### config.mk
export PLATFORM = sky130hd
export DESIGN_NAME = bitstream_unpacker
export DESIGN_NICKNAME = d
export VERILOG_FILES = /design/src/rtl/bitstream_unpacker.sv
export SDC_FILE = /design/constraint.sdc
export NUM_CORES = 1
export LEC_CHECK = 0
export CORE_MARGIN = 3
export CORE_UTILIZATION = 59
export CTS_CLUSTER_DIAMETER = 40
export CTS_CLUSTER_SIZE = 8
export DETAILED_ROUTE_END_ITERATION = 6
export DONT_BUFFER_PORTS = 1
export PLACE_DENSITY_LB_ADDON = 0.1
export SYNTH_ARGS = -nofsm -noshare
export SYNTH_HDL_FRONTEND = slang
export SYNTH_SLANG_ARGS = --single-unit
### constraint.sdc
create_clock -name clk_i -period 3.8 [get_ports clk_i]
set_input_delay 1.14 -clock clk_i [delete_from_list [all_inputs] [get_ports clk_i]]
set_output_delay 1.14 -clock clk_i [all_outputs]
set_load 0.005 [all_outputs]
### src/rtl/bitstream_unpacker.sv
// rtl/bitstream_unpacker.sv - Shift-buffer unpacker feeding MSB-aligned windows to the EBPC decoder.
// Optional sticky underflow flag enabled by EBPC_UNPACKER_ERR_EN.

package ebpc_pkg;
  localparam int unsigned DATA_W     = 8;
  localparam int unsigned LOG_DATA_W = 3;
endpackage

module bitstream_unpacker
  import ebpc_pkg::*;
(
  input  logic                  clk_i,
  input  logic                  rst_ni,
  input  logic [DATA_W-1:0]     data_i,
  input  logic                  vld_i,
  output logic                  rdy_o,
  output logic [DATA_W-1:0]     data_o,
  output logic [LOG_DATA_W:0]   fill_state_o,
  output logic                  vld_o,
  input  logic                  rdy_i,
  input  logic [LOG_DATA_W:0]   len_i,
  input  logic                  clr_i,
  output logic                  err_o
);

  localparam int unsigned BUF_W  = 2 * DATA_W;
  localparam int unsigned FILL_W = $clog2(BUF_W + 1);

  logic [BUF_W-1:0]  buf_q, buf_d, buf_shift, push_bits;
  logic [FILL_W-1:0] fill_q, fill_d, fill_c, len_ext, cons;
  logic              hs_in, hs_out;

  assign hs_in   = vld_i & rdy_o;
  assign hs_out  = vld_o & rdy_i;
  assign len_ext = FILL_W'(len_i);

  // Clamp the consume length so an underflow simply empties the buffer.
  assign cons      = !hs_out ? '0 : ((len_ext > fill_q) ? fill_q : len_ext);
  assign buf_shift = buf_q << cons;
  assign fill_c    = fill_q - cons;
  assign push_bits = {data_i, {DATA_W{1'b0}}} >> fill_c;

  always_comb begin
    buf_d  = buf_shift;
    fill_d = fill_c;
    if (hs_in) begin
      buf_d  = buf_shift | push_bits;
      fill_d = fill_c + FILL_W'(DATA_W);
    end
  end

  always_ff @(posedge clk_i or negedge rst_ni) begin
    if (!rst_ni) begin
      buf_q  <= '0;
      fill_q <= '0;
    end else if (clr_i) begin
      buf_q  <= '0;
      fill_q <= '0;
    end else begin
      buf_q  <= buf_d;
      fill_q <= fill_d;
    end
  end

  assign rdy_o        = (fill_q <= FILL_W'(DATA_W));
  assign vld_o        = (fill_q != '0);
  assign data_o       = buf_q[BUF_W-1:DATA_W];
  assign fill_state_o = (fill_q >= FILL_W'(DATA_W)) ? (LOG_DATA_W+1)'(DATA_W)
                                                    : fill_q[LOG_DATA_W:0];

`ifdef EBPC_UNPACKER_ERR_EN
  logic underflow;
  logic err_q;

  assign underflow = hs_out & (len_ext > fill_q);

  always_ff @(posedge clk_i or negedge rst_ni) begin
    if (!rst_ni) begin
      err_q <= 1'b0;
    end else if (clr_i) begin
      err_q <= 1'b0;
    end else if (underflow) begin
      err_q <= 1'b1;
    end
  end

`ifndef SYNTHESIS
  always_ff @(posedge clk_i) begin
    if (rst_ni && !clr_i && underflow)
      $warning("bitstream_unpacker: underflow len=%0d fill=%0d", len_i, fill_q);
  end
`endif

  assign err_o = err_q;
`else
  assign err_o = 1'b0;
`endif

endmodule

=== After elaboration in Yosys (flattened, before gate mapping) ===
Index checks and enable logic that the tools add are counted.

* Memories: 0
* Word-level logic and storage cells: 20
* Memory bits (read-only): 0
* Latch bits: 0
* Input bits: 17
* Register bits: 21
* Bits in writable memories: 0
* Output and inout port bits: 15

* Reduce and logical (&&, ||, !) cells: 1
* Div/mod/pow operators: 0
* Add/sub/neg operators: 2
* Shift-type cells: 2
* Eq/ne operators: 0
* Magnitude comparators: 3
* Mux-type cells: 7
* Bitwise logic cells: 3
* Multipliers: 0

{| class="wikitable"
|+ Operators with widths
! kind !! count
|-
| two-way mux 16 bit || 2
|-
| two-way mux 5 bit || 4
|-
| bitwise OR 16 bit || 1
|-
| << shifter 16 x 5 -> 16 bit || 1
|-
| >> shifter 16 x 5 -> 16 bit || 1
|-
| adder 5 x 4 -> 5 bit, second input constant || 1
|-
| >= comparator 5 x 4 -> 1 bit, second input constant || 1
|-
| > comparator 4 x 5 -> 1 bit || 1
|-
| <= comparator 5 x 4 -> 1 bit, second input constant || 1
|-
| nonzero test 5 bit || 1
|-
| subtractor 5 bit || 1
|-
| two-way mux 4 bit || 1
|-
| AND 1 bit || 2
|}

=== Logic depth before layout (Yosys ltp) ===
* Word-level depth: 8
* Depth in mapped cells: 19
* Mapped depth without buffers: 17

=== Worst setup path before layout ===
OpenSTA, ideal clock, no wires.

* Path kind: input to register
* Start: input len_i[3]
* End: register buf_q[14]
* Stages: 17
* Setup slack: -0.862 ns
* Setup time: 0.099 ns
* Required time: 3.701 ns
* Data arrival time: 4.562 ns
* Path buffers: 3
* Cell sequence: ha_1 -> and4b_1 -> a211oi_2 -> or2_4 -> a31o_4 -> inv_2 -> buf_4 -> buf_2 -> ha_1 -> nor2b_1 -> a221oi_1 -> xnor2_1 -> nor2b_1 -> clkbuf_1 -> nand2_1 -> nor3b_1 -> a311oi_1

* Word-level cells in the longest chain between the ends: 8
* Elaborated cells between the ends (all ways): 9
* Classes of those cells: add/sub (1); order compare (1); shift (2); mux (4); bitwise (1)

{| class="wikitable"
|+ RTL lines
! item !! RTL line !! RTL
|-
| start: declaration || 21 || <nowiki>input logic [LOG_DATA_W:0] len_i,</nowiki>
|-
| > comparator 4 x 5 -> 1 bit || 38 || <nowiki>assign cons = !hs_out ? '0 : ((len_ext > fill_q) ? fill_q : len_ext);</nowiki>
|-
| two-way mux 5 bit * (2 in a row) || 38 ||
|-
| subtractor 5 bit || 40 || <nowiki>assign fill_c = fill_q - cons;</nowiki>
|-
| >> shifter 16 x 5 -> 16 bit || 41 || <nowiki>assign push_bits = {data_i, {DATA_W{1'b0}}} >> fill_c;</nowiki>
|-
| bitwise OR 16 bit || 47 || <nowiki>buf_d = buf_shift | push_bits;</nowiki>
|-
| two-way mux 16 bit * || 46 || <nowiki>if (hs_in) begin</nowiki>
|-
| two-way mux 16 bit * || 56 || <nowiki>end else if (clr_i) begin</nowiki>
|-
| end signal: assignment || 60 || <nowiki>buf_q <= buf_d;</nowiki>
|-
| end: declaration || 29 || <nowiki>logic [BUF_W-1:0] buf_q, buf_d, buf_shift, push_bits;</nowiki>
|}

Every way passes the cells marked *; elsewhere a longest branch is shown, timed or not.

=== Worst setup path after layout ===
* Start: input len_i[2]
* End: register buf_q[9]

Same word-level chain as after synthesis.

==> impl_summary.txt <==
----------------------------------------------------
[Run status]
  Run status ... complete, but fails checks
  Failing checks ... negative setup slack

[Timing]
  Shortest period the worst path allows ... 3.98 ns
  Number of pins with negative max-slew slack in the final report ... 0
  Max-slew headroom at the worst pin ... 58.6%
  Achievable clock frequency ... 251 MHz
  RSZ-0062 raised after global routing ... yes
  Worst path setup slack after routing ... -0.181 ns
  Clock Skews ... 0.00323 ns
  Final Hold Violating Endpoints ... 0
  Worst-Margin Slew ... 0.617 ns
  Ratio of final minimum period to clock period ... 105%
  Count of endpoints failing setup in the final report ... 16

[Worst setup path]
  Startpoint Class ... primary input
  Depth of the worst register-to-register path ... 16
  Worst reg2reg path startpoint ... fill_q[3]$_DFF_PN0_
  R2r endpoint ... buf_q[9]$_DFF_PN0_
  FF-to-FF setup slack ... -0.02 ns
  Required time worst endpoint ... 3.96 ns
  Element type at the critical path end ... register
  Largest fanout on the critical path ... 4
  Worst Path Arrival ... 4.14 ns
  Type of the setup path with the least slack ... primary input to register

[Run]
  Max_cap viols ... 0

[Yosys]
  Synth Net Count ... 342
  Portion of netlist area occupied by mux cells ... 14.2%
  Flip-flop and latch count after synthesis ... 21
  Area of the mapped netlist ... 2460 um2
  Adder-Cell Fraction of Synth Area ... 5.38%
  Sequential-to-total area share from yosys stat ... 21.3%
  Number of enable flip-flop cells after synthesis ... 0
  Mean post-synth cell area ... 7.82 um2
  Complex-gate fraction of the synthesized area ... 26.7%
  Synth Area in XOR/XNOR ... 2.84%
  Simple-gate share of the synthesized area ... 20.9%
  Ys async rst share ... 100%
  Primary flip-flop cell chosen by synthesis mapping ... sky130_fd_sc_hd__dfrtp_1
  Largest family of logic cells by synthesized area ... compound AO/OA/AOI/OAI gates
  Cell count after synthesis ... 315
  Distinct cells, synth ... 59
  Synthesis warning total ... 0

[Global routing]
  Most congested layer reported by global routing ... met2
  Maximum number of pins on one net before global-route repair ... 23
  Met2 routing resource usage after global routing ... 49.4%
  Via count of the first global-routing pass ... 2589
  Met1 track demand over resource ... 39.8%
  GR Layer Usage met3 ... 5.26%
  Wire length of the first global-routing pass ... 12.2 mm
  Combined global-route utilization of all metal layers ... 29.9%
  GRT overflow ... 0
  Number of antenna violations at the first check in global routing ... 0

[CTS]
  Clock tree from TritonCTS ... built
  Number of buffers added to fix hold violations after cts ... 0
  Number of clock sinks ... 21
  Root cell of the clock tree ... sky130_fd_sc_hd__clkbuf_8
  Clock transition at the registers of the reported paths ... 0.08 ns
  H-tree depth reported by CTS ... 1
  Maximum buffer depth of the clock tree ... 2
  Worst-Skew Late Latency ... 0.26 ns
  CTS buffer count ... 3

[Floorplanning]
  Number of standard-cell rows in the floorplan ... 22
  Total die area ... 4990 um2
  Vertical extent of the die ... 70.6 um
  Standard cell core area ... 3850 um2
  X dimension of the die ... 70.6 um
  Number of top-level pins ... 32
  Initial core utilization ... 64.0%

[Layout]
  Number of antenna cells inserted ... 0
  Net count, final ... 383
  Share of post-route cells with drive strength above 1 ... 37.5%
  Fill cell total of the finished layout ... 206
  Most common library cell in the layout ignoring fill and taps ... sky130_fd_sc_hd__buf_4
  Layout overhead on the synthesized area ... 32.8%
  Core utilization of the finished layout ... 85.0%
  Commonest cells after routing, fill and taps aside ... sky130_fd_sc_hd__buf_4, sky130_fd_sc_hd__nand2_1, sky130_fd_sc_hd__nor2_1, sky130_fd_sc_hd__mux2i_1, sky130_fd_sc_hd__dfrtp_1

[Drt]
  Detail-routed net length per standard cell ... 20.9 um
  Remaining routing DRC violations ... 0
  Wire length after detailed routing ... 8.43 mm
  DR vias/cell ... 6.98
  ANT nets after route ... 0
  Detailed-router iteration count before antenna repair ... 5
  Total via count after detailed routing ... 2814
  DRC marker count from the first detailed-route iteration ... 542

[Placement]
  Final weighted congestion of routability-driven global placement ... 0.943
  Sum of net half-perimeters after detailed placement ... 5.47 mm
  Count of input and output buffers ... 0

[Hold path]
  Worst min-delay path category ... primary input to async pin

----------------------------------------------------
-- sequential cells by signal (all words and copies together), names as in the netlist --
signal  cells
buf_q      16
fill_q      5
-- worst max path at each step --
| stage | start | end | slack, ns | cells after the start |
|---|---|---|---|---|
| final | len_i[2] | buf_q[9]$_DFF_PN0_ | -0.18 | 15 |
| after global routing | len_i[2] | buf_q[7]$_DFF_PN0_ | -0.31 | 16 |
| after CTS | len_i[2] | buf_q[9]$_DFF_PN0_ | -0.02 | 15 |
| after detailed placement | len_i[2] | buf_q[9]$_DFF_PN0_ | -0.38 | 16 |
| after global placement | len_i[2] | buf_q[9]$_DFF_PN0_ | -0.32 | 16 |
| after floorplan | len_i[2] | buf_q[15]$_DFF_PN0_ | -0.35 | 17 |
-- cells in the mapped netlist (all sizes together), types with 4 or more instances --
| cell type | n | area share, % |
|---|---|---|
| nand2 | 46 | 7.0 |
| nor2 | 29 | 4.5 |
| mux2i | 24 | 10 |
| dfrtp | 21 | 21 |
| buf | 18 | 5.1 |
| a21oi | 16 | 3.4 |
| o21ai | 12 | 2.4 |
| clkbuf | 11 | 1.7 |
| inv | 11 | 1.7 |
| a211oi | 9 | 2.9 |
| ha | 9 | 4.6 |
| nand3 | 9 | 1.8 |
| o211ai | 9 | 2.7 |
| mux2 | 8 | 4.0 |
| nor3 | 8 | 1.6 |
| a22oi | 6 | 1.8 |
| a311oi | 6 | 2.1 |
| a211o | 5 | 1.8 |
| xor2 | 5 | 1.8 |
| and2 | 4 | 1.0 |
| and3 | 4 | 1.0 |
-- metal layers --
metal  wire length [um]  part of all wire, %  up-vias
met4                415                  4.9        0
li1                   -                    -     1227
met1               3250                   38     1317
met2               4000                   47      215
met3                769                  9.1       55
met5                  0                    0        -
-- repair_timing --
| item | 4_1_cts | 5_1_grt |
|---|---|---|
| gates resized for setup | 8 | 35 |
| buffers inserted | 3 | 5 |
| pin swaps | 7 | 19 |
| endpoints found under the setup margin | 7 | 16 |
-- final cells by class --
class | count | area [um2] | share of cell area, %
multi-input combinational | 254 | 2080 | 63.5
sequential | 21 | 526 | 16.0
timing repair buffer | 65 | 510 | 15.6
clock inverter | 1 | 5.00 | 0.153
tap | 48 | 60.1 | 1.83
clock buffer | 3 | 41.3 | 1.26
inverter | 11 | 53.8 | 1.64
-- cells by family after synthesis --
family                     count (synthesis)
and+or+nand+nor                          114
AOI/OAI and AO/OA                         89
buffers and inverters                     40
muxes                                     32
DFF                                       21
adders and majority gates                 10
xor gates and xnor gates                   8
other                                      1
-- metrics by stage --
step                      hold slack [ns]  area [um2]  setup WS, ns  instances  setup TNS, ns
final                               0.562        3270        -0.181        403          -1.47
after global routing                0.549        3270        -0.311        403          -3.78
after CTS                           0.556        3090       -0.0236        398        -0.0236
after detailed placement            0.642        2990        -0.379        391          -4.30
after global placement              0.624        2990        -0.316        391          -3.48
after floorplan                     0.574        2740        -0.346        315          -4.22
-- worst max-delay path: stages --
cell and delay (ns):
sky130_fd_sc_hd__ha_4 0.26, sky130_fd_sc_hd__and4b_1 0.26, sky130_fd_sc_hd__a211oi_4 0.05, sky130_fd_sc_hd__buf_6 0.12, sky130_fd_sc_hd__nor3_1 0.24, sky130_fd_sc_hd__a31o_1 0.33, sky130_fd_sc_hd__fa_2 0.31, sky130_fd_sc_hd__nor2b_4 0.05
sky130_fd_sc_hd__a221oi_2 0.28, sky130_fd_sc_hd__xnor2_1 0.20, sky130_fd_sc_hd__nor2b_4 0.25, sky130_fd_sc_hd__nand2_4 0.09, sky130_fd_sc_hd__nor2_2 0.17, sky130_fd_sc_hd__nor2_1 0.07, sky130_fd_sc_hd__a221oi_1 0.31
Power is left out: the tool's default activity adds up to more than one toggle a clock period on the data nets, which glitch-free logic cannot reach.
